[src/rtl/fetch_unit.sv]
// fetch_unit: instruction fetch stage of the RISC-V core.
//
// Keeps the fetch PC and issues single-outstanding requests to instruction
// memory. Returned words are buffered with their PC in a small prefetch
// FIFO. The FIFO head is presented combinationally to control_logic, or an
// all-zero bubble when nothing is buffered. A taken branch or jump on
// pc_sel_i redirects the fetch PC and flushes the FIFO.
//
// Parameters
//   RESET_PC    fetch PC loaded on reset, bits [1:0] must be 0
//   FIFO_DEPTH  prefetch FIFO entries, power of 2, >= 2
//
// Ports
//   clk, rst        clock and synchronous active-high reset
//   pc_sel_i        redirect request
//   target_i        redirect target (low two bits ignored)
//   stall_i         downstream hold: keep the FIFO head
//   imem_req_o      memory request valid
//   imem_addr_o     memory request byte address (word aligned)
//   imem_gnt_i      request accepted this cycle
//   imem_rvalid_i   response data valid
//   imem_rdata_i    response instruction word
//   inst_o, pc_o    FIFO head instruction and its PC (zero when empty)
//   inst_valid_o    FIFO head valid
module fetch_unit #(
  parameter logic [31:0] RESET_PC   = 32'h0000_0000,
  parameter int          FIFO_DEPTH = 2
) (
  input  logic        clk,
  input  logic        rst,
  input  logic        pc_sel_i,
  input  logic [31:0] target_i,
  input  logic        stall_i,
  output logic        imem_req_o,
  output logic [31:0] imem_addr_o,
  input  logic        imem_gnt_i,
  input  logic        imem_rvalid_i,
  input  logic [31:0] imem_rdata_i,
  output logic [31:0] inst_o,
  output logic [31:0] pc_o,
  output logic        inst_valid_o
);

  localparam int PTR_W = $clog2(FIFO_DEPTH);
  localparam int CNT_W = PTR_W + 1;

  typedef enum logic [1:0] {
    S_IDLE, // nothing outstanding
    S_WAIT, // granted, awaiting data to keep
    S_DROP  // granted, data belongs to a redirected stream
  } state_t;

  state_t             state_q;
  state_t             state_d;
  logic [31:0]        fetch_pc;
  logic [31:0]        req_pc;
  logic [31:0]        fifo_pc   [FIFO_DEPTH];
  logic [31:0]        fifo_inst [FIFO_DEPTH];
  logic [PTR_W-1:0]   wr_ptr;
  logic [PTR_W-1:0]   rd_ptr;
  logic [CNT_W-1:0]   count;

  logic               fifo_empty;
  logic               fifo_has_room;
  logic               req_fire;
  logic               push;
  logic               pop;

  // The redirect target is word aligned by dropping its low bits.
  logic               unused_target_lsb;
  assign unused_target_lsb = ^target_i[1:0];

  assign fifo_empty    = (count == '0);
  assign fifo_has_room = (count < CNT_W'(FIFO_DEPTH));

  // Gating on room in the FIFO guarantees the single outstanding response
  // always has a free slot when it returns.
  assign imem_req_o  = !rst && !pc_sel_i && (state_q == S_IDLE) && fifo_has_room;
  assign imem_addr_o = fetch_pc;
  assign req_fire    = imem_req_o && imem_gnt_i;

  assign push = (state_q == S_WAIT) && imem_rvalid_i && !pc_sel_i;

  assign inst_valid_o = !rst && !fifo_empty;
  assign pop          = inst_valid_o && !stall_i && !pc_sel_i;

  assign inst_o = inst_valid_o ? fifo_inst[rd_ptr] : 32'h0;
  assign pc_o   = inst_valid_o ? fifo_pc[rd_ptr]   : 32'h0;

  always_comb begin
    state_d = state_q;
    case (state_q)
      S_IDLE: begin
        if (req_fire) state_d = S_WAIT;
      end
      S_WAIT: begin
        if (imem_rvalid_i)  state_d = S_IDLE;
        else if (pc_sel_i)  state_d = S_DROP;
      end
      S_DROP: begin
        if (imem_rvalid_i)  state_d = S_IDLE;
      end
      default: state_d = S_IDLE;
    endcase
  end

  // Control state: FSM, fetch PC, FIFO pointers and occupancy.
  always_ff @(posedge clk) begin
    if (rst) begin
      state_q  <= S_IDLE;
      fetch_pc <= RESET_PC;
      wr_ptr   <= '0;
      rd_ptr   <= '0;
      count    <= '0;
    end else begin
      state_q <= state_d;

      if (pc_sel_i)
        fetch_pc <= {target_i[31:2], 2'b00};
      else if (req_fire)
        fetch_pc <= fetch_pc + 32'd4;

      if (pc_sel_i) begin
        wr_ptr <= '0;
        rd_ptr <= '0;
        count  <= '0;
      end else begin
        if (push) wr_ptr <= wr_ptr + PTR_W'(1);
        if (pop)  rd_ptr <= rd_ptr + PTR_W'(1);
        case ({push, pop})
          2'b10:   count <= count + CNT_W'(1);
          2'b01:   count <= count - CNT_W'(1);
          default: count <= count;
        endcase
      end
    end
  end

  // Data storage: granted PC tag and FIFO entries, validity tracked above.
  always_ff @(posedge clk) begin
    if (req_fire)
      req_pc <= fetch_pc;
    if (push) begin
      fifo_pc[wr_ptr]   <= req_pc;
      fifo_inst[wr_ptr] <= imem_rdata_i;
    end
  end

endmodule

[config.mk]
export PLATFORM = sky130hd
export DESIGN_NAME = fetch_unit
export DESIGN_NICKNAME = d
export VERILOG_FILES = /design/src/rtl/fetch_unit.sv
export SDC_FILE = /design/constraint.sdc
export NUM_CORES = 1
export LEC_CHECK = 0
export ABC_AREA = 1
export CAP_MARGIN = 20
export CORE_MARGIN = 2
export CORE_UTILIZATION = 54
export CTS_BUF_LIST = sky130_fd_sc_hd__clkbuf_8
export DETAILED_ROUTE_END_ITERATION = 10
export PLACE_DENSITY = 0.83
export SLEW_MARGIN = 0
export SYNTH_ARGS = -nofsm -noshare
export SYNTH_HDL_FRONTEND = slang
export SYNTH_SLANG_ARGS = --single-unit
[constraint.sdc]
create_clock -name clk -period 12.78 [get_ports clk]
set_input_delay 3.834 -clock clk [delete_from_list [all_inputs] [get_ports clk]]
set_output_delay 3.834 -clock clk [all_outputs]
set_load 0.05 [all_outputs]
==> metrics.txt <==
status finished, final reports clean; FF/Latch Area 5370 µm²; syn_area_per_cell 11.1 µm²; TritonCTS clock tree yes; post-synth top area share 55.0%; critical path arrival 6.33 ns; # IOs 168; clock network power share 32.7%; vias in the first global route 5506; Post-Synthesis Cells 760; CP startpoint kind input pin; Filler Cell Count 1101; GPL Wtd Cong 0.827; Starting Density 55.3%; antenna viol nets, final 0; grt ovf 0; Root Driver clkbuf_8; critical-path maximum fanout 63; Achievable Freq 98.3 MHz; Site Rows 45; post-layout net count 992; Worst Tran Pin Value 0.878 ns; Final min period 10.17 ns; Setup Skew 0.0139 ns; Area growth syn-to-layout 25.4%; Seq pwr share 59.2%; IO buf count 161; H-tree levels 4; die width 129 µm; 1st-iter DRT viols 527; CP peak stage delay 0.81 ns; Worst-path clk slew 0.10 ns; FF+latch count, synth 191; mapped cell area 8410 µm²; setup TNS 0 ns; Cell variety after synth 36; dpl cell area 10200 µm²; Sink Count 191; RSZ-0062 raised after global routing no; Slew HR 41.5%; Worst EP required 8.95 ns; sw frac 24.7%; Final Hold Fails 0; leakage 4.05 nW; largest net degree at the start of global routing 64; Post-CTS Repair Setup Buffers 0; combinational power share 8.1%; DR vias/cell 5.17; CP delay by family, top buffers and inverters; synth top area cells edfxtp_1 55%, dfxtp_1 8.8%, mux2_2 8.3%, nand2_1 7.6%, inv_1 5.3%; setup ws final 2.61 ns; GR Util All Layers 20.7%; full die area 16600 µm²; cell breakdown of the critical path clkdlybuf4s50_1 > buf_4 > a21oi_4 > buf_4 > nand2_1 > inv_1 > clkdlybuf4s50_1; worst skew pair latency 0.46 ns; Final setup violation count 0; pwr dens 111 nW/µm²; post_cts resized 0; initial antenna violation count 0; diode count 0; first-pass GRT wire length 26.5 mm; Post-Layout Inst Area 10500 µm²; WS Path Type in -> out; dpl hpwl 10.9 mm; multi-input logic area 2440 µm²; clock buffer depth 2; Crit path buffers/inverters 5; sequential element share of the synthesized area 63.8%; Net Sw Power 0.289 mW; Post-CTS Hold Buffers 0; DP Worst Slack 2.59 ns; synth warn 0; Tcrit/Tclk final 79.6%; Slew Limit Fails 0; die height 129 µm; # DRC 0; internal power 0.881 mW; final WL 16.8 mm; R2R Setup Slk 10.72 ns; WL/cell 15.0 µm; Via Count 5800; Num CTS Buffers 17; Max Cap Violations 0; min-delay worst type reg -> reg; Yosys top cell by area edfxtp_1; DR pass1 iterations 5; CP Capture Type primary output; peak supply drop 0.0650 mV; area of the core 15200 µm²; layout cells sized above 1 13.6%; slowest cell on the critical path clkdlybuf4s50_1
worst reg2reg max path: stages (launching register included):
cell     delay (ns)
dfxtp_1        0.37
inv_1          0.07
nor2_1         0.13
nand3_1        0.26
nor2_4         0.15
buf_4          0.65
layer usage:
layer	global-route usage, %	part of all wire [%]	vias to the layer above
li1	-	-	2839
met1	26.7	42	2690
met2	35.2	50	250
met3	4.66	7.1	21
met4	6.27	1.2	0
met5	0	0	-
sequential cells by signal, indices dropped and copies added (netlist names), named ones only:
| name | cells |
|---|---|
| fifo_inst | 64 |
| fifo_pc | 60 |
| imem_addr_o | 30 |
| req_pc | 30 |
| count | 2 |
| state_q | 2 |
| rd_ptr | 1 |
| wr_ptr | 1 |
layout make-up:
cell class,count,area share [%]
repair buffers,167,15.7
multi-input cells,421,23.2
inverters,122,4.37
flip-flops and latches,191,50.9
well taps,188,2.23
clock buffers,17,2.22
clock inverters,15,1.42
path summary, 6_finish.rpt:
path	from	to	cells past startpoint
worst min register to register	req_pc[22]	fifo_pc[0][22]	0
worst max-delay path	rst	pc_o[28]	7
worst max register to register	state_q[0]	fifo_inst[1][12]	5
worst min-delay path	req_pc[22]	fifo_pc[0][22]	0
cells in the mapped netlist (all sizes together):
master,n
xor2,2
inv,122
ha,2
dfxtp,37
nor3,2
xnor2,4
conb,1
nand3,41
nand2,174
nand3b,1
and2,2
or2,1
nor2,50
edfxtp,154
a21oi,33
nand4,2
o21ai,26
clkbuf,5
a31oi,5
o21bai,9
mux2,62
or4,1
buf,24
power by group through the flow:
stage | sequential [mW] | clock [mW] | combinational (mW)
CTS | 0.693 | 0.389 | 0.0947
detailed placement | 0.707 | 0 | 0.0942
global route | 0.694 | 0.418 | 0.102
finish | 0.693 | 0.382 | 0.0948
floorplan | 0.723 | 0 | 0.0345
global placement | 0.706 | 0 | 0.0924
logic make-up after synthesis:
logic type               share of synthesized area (%)
flip-flops                                        63.8
adder cells (fa/ha/maj)                          0.297
AO/OA/AOI/OAI                                     4.73
buffers and inverters                             7.58
AND/OR/NAND/NOR                                   14.6
XOR/XNOR                                         0.625
multiplexers                                      8.30
other                                           0.0446
layout by cell type, fill, tap and decap left out, drive strengths merged, types with 3 or more instances in the layout:
master,instances
a31oi,5
dfxtp,37
xnor2,4
nand3,41
inv,131
edfxtp,154
conb,4
o21bai,9
nor2,50
nand2,174
buf,6
o21ai,26
clkbuf,17
mux2,62
clkdlybuf4s50,161
a21oi,33
clkinvlp,3
metrics by stage:
step	power [mW]	cells	utilization, %	hold slack (ns)
6_report	1.17	1121	69.4	0.456
2_1_floorplan	0.758	763	-	0.421
3_3_place_gp	0.799	1089	66.8	0.422
4_1_cts	1.18	1121	69.4	0.453
5_1_grt	1.21	1121	69.4	0.461
3_5_place_dp	0.801	1089	66.8	0.429
(Power assumes the default switching activity.)
